--- src/rtl/tlb_unit_pkg.sv ---
// Shared TLB types, EntryLo/EntryHi field positions, segment bases, size codes.
// Imported by the TLB top and its lookup sub-module.
package tlb_unit_pkg;

    localparam int LO_PFN_LSB = 6;
    localparam int LO_C_LSB   = 3;
    localparam int LO_D       = 2;
    localparam int LO_V       = 1;
    localparam int LO_G       = 0;

    localparam logic [2:0] KSEG0_TOP = 3'b100;
    localparam logic [2:0] KSEG1_TOP = 3'b101;

    localparam logic [1:0] SZ_BYTE = 2'd0;
    localparam logic [1:0] SZ_HALF = 2'd1;
    localparam logic [1:0] SZ_WORD = 2'd2;

    typedef struct packed {
        logic [19:0] pfn;
        logic [2:0]  c;
        logic        d;
        logic        v;
    } tlb_page_t;

    typedef struct packed {
        logic        present;
        logic [18:0] vpn2;
        logic [7:0]  asid;
        logic        g;
        tlb_page_t   p1;
        tlb_page_t   p0;
    } tlb_entry_t;

    typedef enum logic [2:0] {
        FLT_NONE,
        FLT_ADDR,
        FLT_REFILL,
        FLT_INVALID,
        FLT_MOD
    } fault_e;

    function automatic logic entry_match(
        input tlb_entry_t  e,
        input logic [31:0] va,
        input logic [7:0]  asid
    );
        return e.present && (e.vpn2 == va[31:13]) && (e.g || (e.asid == asid));
    endfunction

    function automatic tlb_page_t lo_to_page(input logic [31:0] lo);
        tlb_page_t p;
        p.pfn = lo[LO_PFN_LSB +: 20];
        p.c   = lo[LO_C_LSB +: 3];
        p.d   = lo[LO_D];
        p.v   = lo[LO_V];
        return p;
    endfunction

    function automatic logic [31:0] page_to_lo(input tlb_page_t p, input logic g);
        logic [31:0] lo;
        lo = '0;
        lo[LO_PFN_LSB +: 20] = p.pfn;
        lo[LO_C_LSB +: 3]    = p.c;
        lo[LO_D]             = p.d;
        lo[LO_V]             = p.v;
        lo[LO_G]             = g;
        return lo;
    endfunction

endpackage

--- src/rtl/tlb_unit_lookup.sv ---
// Combinational address translation for one port: match, lowest-index
// priority, page select, segment decode and fault classification.
module tlb_lookup
    import tlb_unit_pkg::*;
#(
    parameter int TLB_ENTRIES = 16
) (
    input  tlb_entry_t [TLB_ENTRIES-1:0] entries,
    input  logic                         req,
    input  logic [31:0]                  vaddr,
    input  logic [7:0]                   asid,
    input  logic                         user_mode,
    input  logic                         store,
    input  logic [1:0]                   size,
    output logic [31:0]                  paddr,
    output logic                         ok,
    output fault_e                       fault
);

    logic        hit;
    tlb_page_t   pg;
    logic        misaligned;
    logic        unmapped;
    logic        bad_addr;
    logic [31:0] pa;
    logic        unused_c;

    // scan downward so the lowest matching index is the one kept
    always_comb begin
        hit = 1'b0;
        pg  = '0;
        for (int i = TLB_ENTRIES - 1; i >= 0; i--) begin
            if (entry_match(entries[i], vaddr, asid)) begin
                hit = 1'b1;
                pg  = vaddr[12] ? entries[i].p1 : entries[i].p0;
            end
        end
    end

    // alignment check by access size
    always_comb begin
        misaligned = 1'b0;
        case (size)
            SZ_BYTE: misaligned = 1'b0;
            SZ_HALF: misaligned = vaddr[0];
            default: misaligned = |vaddr[1:0];
        endcase
    end

    assign unmapped = (vaddr[31:29] == KSEG0_TOP) || (vaddr[31:29] == KSEG1_TOP);
    assign bad_addr = misaligned || (user_mode && vaddr[31]);
    assign unused_c = ^pg.c;

    // fault priority: address error, refill, invalid, modify
    always_comb begin
        fault = FLT_NONE;
        pa    = '0;
        if (!req) begin
            fault = FLT_NONE;
        end else if (bad_addr) begin
            fault = FLT_ADDR;
        end else if (unmapped) begin
            pa = {3'b000, vaddr[28:0]};
        end else if (!hit) begin
            fault = FLT_REFILL;
        end else if (!pg.v) begin
            fault = FLT_INVALID;
        end else if (store && !pg.d) begin
            fault = FLT_MOD;
        end else begin
            pa = {pg.pfn, vaddr[11:0]};
        end
    end

    assign ok    = req && (fault == FLT_NONE);
    assign paddr = ok ? pa : '0;

endmodule

--- src/rtl/tlb_unit.sv ---
// Joint TLB: TLBWI/TLBWR/TLBR/TLBP handling plus registered fetch and data
// translation with a single merged exception report.
module tlb_unit
    import tlb_unit_pkg::*;
#(
    parameter int TLB_ENTRIES = 16,
    parameter int IDX_W       = 4
) (
    input  logic        clk,
    input  logic        reset,
    input  logic        cpu_pause_i,
    input  logic        instr_TLBWI_i,
    input  logic        instr_TLBWR_i,
    input  logic        instr_TLBR_i,
    input  logic        instr_TLBP_i,
    input  logic [31:0] cp0_index_i,
    input  logic [31:0] cp0_random_i,
    input  logic [31:0] cp0_entryhi_i,
    input  logic [31:0] cp0_entrylo0_i,
    input  logic [31:0] cp0_entrylo1_i,
    input  logic [31:0] cp0_status_i,
    input  logic        if_req_i,
    input  logic [31:0] if_vaddr_i,
    input  logic        mem_req_i,
    input  logic [31:0] mem_vaddr_i,
    input  logic        mem_rw_i,
    input  logic [1:0]  mem_size_i,
    output logic [31:0] if_paddr_o,
    output logic [31:0] mem_paddr_o,
    output logic        if_ok_o,
    output logic        mem_ok_o,
    output logic [3:0]  tlb_entryhi_match_index_o,
    output logic        tlb_entryhi_hit_o,
    output logic [31:0] cp0_entryhi_o,
    output logic [31:0] cp0_entrylo0_o,
    output logic [31:0] cp0_entrylo1_o,
    output logic        cp0_entryhi_data_valid_o,
    output logic        cp0_entrylo0_data_valid_o,
    output logic        cp0_entrylo1_data_valid_o,
    output logic        exception_addr_error_o,
    output logic        exception_tlb_refill_o,
    output logic        exception_tlb_invalid_o,
    output logic        exception_tlb_mod_o,
    output logic        exception_tlb_rw_o,
    output logic        exception_tlb_by_instr_o,
    output logic [31:0] cp0_bad_vaddr_o
);

    tlb_entry_t [TLB_ENTRIES-1:0] tlb;

    logic             user_mode;
    logic             wr_en;
    logic [IDX_W-1:0] wr_idx;
    logic [IDX_W-1:0] rd_idx;
    tlb_entry_t       new_entry;
    tlb_entry_t       rd_entry;
    logic             probe_hit;
    logic [3:0]       probe_idx;

    logic [31:0] if_pa;
    logic [31:0] mem_pa;
    logic        if_ok;
    logic        mem_ok;
    fault_e      if_fault;
    fault_e      mem_fault;
    fault_e      exc_fault;
    logic        if_exc;
    logic        mem_exc;
    logic        unused_bits;

    assign user_mode = cp0_status_i[4] & ~cp0_status_i[1];
    assign wr_en     = instr_TLBWI_i | instr_TLBWR_i;
    assign wr_idx    = instr_TLBWI_i ? cp0_index_i[IDX_W-1:0]
                                     : cp0_random_i[IDX_W-1:0];
    assign rd_idx    = cp0_index_i[IDX_W-1:0];
    assign rd_entry  = tlb[rd_idx];

    assign unused_bits = ^{cp0_index_i[31:IDX_W], cp0_random_i[31:IDX_W],
                           cp0_entryhi_i[12:8], cp0_entrylo0_i[31:26],
                           cp0_entrylo1_i[31:26], cp0_status_i[31:5],
                           cp0_status_i[3:2], cp0_status_i[0]};

    // entry image built from the CP0 staging registers
    always_comb begin
        new_entry         = '0;
        new_entry.present = 1'b1;
        new_entry.vpn2    = cp0_entryhi_i[31:13];
        new_entry.asid    = cp0_entryhi_i[7:0];
        new_entry.g       = cp0_entrylo0_i[LO_G] & cp0_entrylo1_i[LO_G];
        new_entry.p0      = lo_to_page(cp0_entrylo0_i);
        new_entry.p1      = lo_to_page(cp0_entrylo1_i);
    end

    // TLBP search, lowest matching index wins
    always_comb begin
        probe_hit = 1'b0;
        probe_idx = '0;
        for (int i = TLB_ENTRIES - 1; i >= 0; i--) begin
            if (entry_match(tlb[i], cp0_entryhi_i, cp0_entryhi_i[7:0])) begin
                probe_hit = 1'b1;
                probe_idx = 4'(i);
            end
        end
    end

    tlb_lookup #(.TLB_ENTRIES(TLB_ENTRIES)) u_if_lookup (
        .entries   (tlb),
        .req       (if_req_i),
        .vaddr     (if_vaddr_i),
        .asid      (cp0_entryhi_i[7:0]),
        .user_mode (user_mode),
        .store     (1'b0),
        .size      (SZ_WORD),
        .paddr     (if_pa),
        .ok        (if_ok),
        .fault     (if_fault)
    );

    tlb_lookup #(.TLB_ENTRIES(TLB_ENTRIES)) u_mem_lookup (
        .entries   (tlb),
        .req       (mem_req_i),
        .vaddr     (mem_vaddr_i),
        .asid      (cp0_entryhi_i[7:0]),
        .user_mode (user_mode),
        .store     (mem_rw_i),
        .size      (mem_size_i),
        .paddr     (mem_pa),
        .ok        (mem_ok),
        .fault     (mem_fault)
    );

    assign mem_exc   = mem_fault != FLT_NONE;
    assign if_exc    = if_fault != FLT_NONE;
    assign exc_fault = mem_exc ? mem_fault : if_fault;

    // entry storage; lookups this cycle still see the old contents
    always_ff @(posedge clk) begin
        if (reset) begin
            tlb <= '0;
        end else if (!cpu_pause_i && wr_en) begin
            tlb[wr_idx] <= new_entry;
        end
    end

    // registered translation results
    always_ff @(posedge clk) begin
        if (reset) begin
            if_paddr_o  <= '0;
            mem_paddr_o <= '0;
            if_ok_o     <= 1'b0;
            mem_ok_o    <= 1'b0;
        end else if (!cpu_pause_i) begin
            if_paddr_o  <= if_pa;
            mem_paddr_o <= mem_pa;
            if_ok_o     <= if_ok;
            mem_ok_o    <= mem_ok;
        end
    end

    // single-cycle exception report, data side takes precedence
    always_ff @(posedge clk) begin
        if (reset) begin
            exception_addr_error_o   <= 1'b0;
            exception_tlb_refill_o   <= 1'b0;
            exception_tlb_invalid_o  <= 1'b0;
            exception_tlb_mod_o      <= 1'b0;
            exception_tlb_rw_o       <= 1'b0;
            exception_tlb_by_instr_o <= 1'b0;
            cp0_bad_vaddr_o          <= '0;
        end else if (!cpu_pause_i) begin
            exception_addr_error_o   <= exc_fault == FLT_ADDR;
            exception_tlb_refill_o   <= exc_fault == FLT_REFILL;
            exception_tlb_invalid_o  <= exc_fault == FLT_INVALID;
            exception_tlb_mod_o      <= exc_fault == FLT_MOD;
            exception_tlb_rw_o       <= mem_exc & mem_rw_i;
            exception_tlb_by_instr_o <= ~mem_exc & if_exc;
            if (mem_exc) begin
                cp0_bad_vaddr_o <= mem_vaddr_i;
            end else if (if_exc) begin
                cp0_bad_vaddr_o <= if_vaddr_i;
            end
        end
    end

    // TLBR readback and TLBP result
    always_ff @(posedge clk) begin
        if (reset) begin
            cp0_entryhi_o             <= '0;
            cp0_entrylo0_o            <= '0;
            cp0_entrylo1_o            <= '0;
            cp0_entryhi_data_valid_o  <= 1'b0;
            cp0_entrylo0_data_valid_o <= 1'b0;
            cp0_entrylo1_data_valid_o <= 1'b0;
            tlb_entryhi_hit_o         <= 1'b0;
            tlb_entryhi_match_index_o <= '0;
        end else if (!cpu_pause_i) begin
            cp0_entryhi_data_valid_o  <= instr_TLBR_i;
            cp0_entrylo0_data_valid_o <= instr_TLBR_i;
            cp0_entrylo1_data_valid_o <= instr_TLBR_i;
            if (instr_TLBR_i) begin
                cp0_entryhi_o  <= {rd_entry.vpn2, 5'b0, rd_entry.asid};
                cp0_entrylo0_o <= page_to_lo(rd_entry.p0, rd_entry.g);
                cp0_entrylo1_o <= page_to_lo(rd_entry.p1, rd_entry.g);
            end
            if (instr_TLBP_i) begin
                tlb_entryhi_hit_o <= probe_hit;
                if (probe_hit) begin
                    tlb_entryhi_match_index_o <= probe_idx;
                end
            end
        end
    end

endmodule

--- config.mk ---
export PLATFORM = sky130hd
export DESIGN_NAME = tlb_unit
export DESIGN_NICKNAME = d
export VERILOG_FILES = /design/src/rtl/tlb_unit_pkg.sv /design/src/rtl/tlb_unit_lookup.sv /design/src/rtl/tlb_unit.sv
export SDC_FILE = /design/constraint.sdc
export NUM_CORES = 2
export LEC_CHECK = 0
export BUFFER_PORTS_ARGS = -buffer_cell sky130_fd_sc_hd__buf_2
export CAP_MARGIN = 5
export CORE_MARGIN = 2
export CORE_UTILIZATION = 40
export CTS_CLUSTER_SIZE = 12
export DETAILED_ROUTE_END_ITERATION = 10
export MAX_ROUTING_LAYER = met4
export PLACE_DENSITY = 0.62
export SYNTH_ARGS = -nofsm -noshare
export SYNTH_HDL_FRONTEND = slang
export SYNTH_SLANG_ARGS = --single-unit
--- constraint.sdc ---
create_clock -name clk -period 6.4 [get_ports clk]
set_clock_uncertainty 0.15 [all_clocks]
set_input_delay 1.6 -clock clk [delete_from_list [all_inputs] [get_ports clk]]
set_output_delay 1.6 -clock clk [all_outputs]
set_load 0.005 [all_outputs]
==> results.toml <==
[run_status]
status = "finished, final reports clean"

[critical_path]
crit_path_frequent_cell = "buf_4"
crit_slowest_cell = "a2111oi_1"
cp-end-kind = "register"
path_cells = "buf_2 -> xor2_1 -> nor4_1 -> nand3_1 -> nor4b_2 -> nand2_1 -> a21oi_1 -> o311ai_1 -> buf_4 -> a21oi_1 -> o21bai_1 -> buf_4 -> or4_1 -> buf_12 -> a2111oi_1 -> buf_4 -> a221o_1"
cp-start-kind = "input pin"
critPathKind = "input pin to register"
worst_ep_arrival_time_ps = 6370
worst_path_largest_cell_delay_ps = 540
crit_required_ps = 7070
worst-path-max-fanout = 9

[cells_and_area]
fin_cells = 13400
drive_gt1_share_pct = 16.3
layout_commonest_cell = "nand2_1"
n_fill_cell = 20600
synthToLayoutAreaGrowth_pct = 13.6
nets = 10700
seqCellArea_sq_mm = 0.0291
multi_input_area_sq_mm = 0.0528
layout_common_cells = "nand2_1, dfxtp_1, a21oi_1"
utilization_pct = 45.6

[route]
antenna_left = 0
vias_per_cell = 6.27
wl_per_cell_um = 30.1
dr.pass1.iters = 7
num_vias = 84100
routed_wl_um = 404000
drc = 0
drtIter0Drc = 13100

[pwr]
clkPwrFrac_pct = 46.2
switching_share_pct = 27.6
intPower_mw = 15.6
leakage_nw = 34.9
power.switching_mw = 5.96
combinationalPowerShare_pct = 10.8
ir_drop_v = 0.000224
p_per_area_mw_per_mm2 = 221
pwr-share-seq_pct = 43.0
finalPower_mw = 21.6

[sta]
slew_headroom_pct = 11.0
rsz0062_at_grt = "no"
fin_hold_ws_ps = 298
min_period_ps = 5700
slew_violations = 0
setup_viol = 0
post-route-period-util_pct = 89.1
fmax_mhz = 175
worstMarginPinSlew_ps = 1340
hold_viol = 0

[place]
placed_cells = 13100
numPortBuffers = 355
place_congestion = 1.06
dp_hpwl_um = 282000

[floorplan]
rows = 170
fp.dieW_um = 468
fp.dieH_um = 468
ioPinCount = 476
initial_utilization_pct = 40.2
coreArea_sq_mm = 0.214
fp.dieArea_sq_mm = 0.219

[grt]
grt_overflow = 0
antenna_found_initial = 47
grt_use_total_pct = 36.5
grt_max_degree = 257
grt_pass1_vias = 77600
grt_pass1_wl_um = 568000

[logic_synthesis]
ys.flop_type = "dfxtp_1"
ys_seq_area_share_pct = 33.8
yosysTopAreaCell = "dfxtp_1"
yosysUniqueCellTypes = 84
postSynthAreaPerCell_sq_um = 8.25
syn_area_sq_mm = 0.0860
ys_warn_count = 0
synth_area_leaders = "dfxtp_1, nand2_1, mux4_2, a21oi_1, mux2i_1"
synth_top_area_share_pct = 33.8
synth_seq_cells = 1452
synth_edf_count = 0
synthCells = 10400
synthArstFlopShare_pct = 0

[cts]
cts.clk_slew.worst_paths_ps = 60
cts_buffer_depth = 3
clock-sinks = 1452
worstSkewPairLatency_ps = 870
cts_tree = "yes"
cts_resized = 0
cts_root_buf = "clkbuf_16"
cts_htree_levels = 4
cts-buffers-inserted = 167
cts_hold_buf = 0
cts_setup_buffers = 0

[flow_run]
maxCapViolCount = 0

[worst_hold_path]
worst_hold_path_type = "register to register"
## stage by stage
stage	setup WS [ps]	TNS [ps]	cell area (sq um)
floorplan	1380	0	86100
CTS	862	0	97600
detailed placement	-19.6	-19.6	92000
global placement	-54.0	-54.0	92000
finish	700	0	97700
global route	544	0	97700
## synth_stat cells (107+ instances only)
master and instances:
a21oi_1 1435, xor2_1 563, nand2_1 2864, mux4_2 391, nand4_1 132, xnor2_1 477, o21ai_0 128, clkbuf_1 782
nor4_1 145, buf_2 129, mux2i_1 572, buf_1 112, nor2_1 151, dfxtp_1 1452, mux2_2 107
## path summary, 6_finish.rpt
path | start | endpoint | slack, ps | cells after the start
max | if_vaddr_i[20] | if_paddr_o[25] | 700 | 17
max reg2reg | tlb[1167] | if_paddr_o[25] | 1450 | 16
min | mem_ok_o | mem_ok_o | 300 | 1
min reg2reg | mem_ok_o | mem_ok_o | 300 | 1
## metal layers
metal,share of wire [%],track usage [%],up-vias
li1,-,-,36000
met1,38,45.7,40800
met2,42,51.8,5960
met3,13,10.1,1340
met4,7.0,22.6,0
met5,0,-,-
## power groups by stage
| stage | clock network (mW) | registers, mW | logic [mW] |
|---|---|---|---|
| detailed placement | 0 | 9.48 | 2.24 |
| finish | 9.98 | 9.29 | 2.33 |
| global route | 10.4 | 9.29 | 2.39 |
| floorplan | 0 | 9.43 | 1.42 |
| CTS | 10.0 | 9.28 | 2.25 |
| global placement | 0 | 9.47 | 2.22 |
## kinds of logic after synthesis
logic type | count (synthesis) | share of synthesized area (%)
AOI/OAI and AO/OA | 2052 | 14.0
muxes | 1070 | 18.3
DFF | 1452 | 33.8
and+or+nand+nor | 3688 | 18.0
buffers and inverters | 1120 | 5.27
other | 1 | 0.00436
xor gates and xnor gates | 1040 | 10.6
## worst max-delay path: cells and delay by family
family	cells	cell delay, ps
xor gates and xnor gates	1	140
and+or+nand+nor	5	1830
buffers and inverters	5	1290
AOI/OAI and AO/OA	6	1440
## state kept, by name (all words and copies together) (netlist names), 4 cells and up
signal	count
tlb_entryhi_match_index_o	4
tlb	1264
cp0_bad_vaddr_o	32
cp0_entrylo0_o	25
cp0_entrylo1_o	26
if_paddr_o	32
mem_paddr_o	32
cp0_entryhi_o	27
## final cells by class
class,instances,area share (%)
clock inverter,60,0.700
tap,2838,3.63
timing repair buffer,843,6.52
multi-input combinational,7867,54.0
inverter,59,0.227
sequential,1452,29.7
antenna,42,0.108
clock buffer,243,5.03
(Power assumes the default switching activity.)
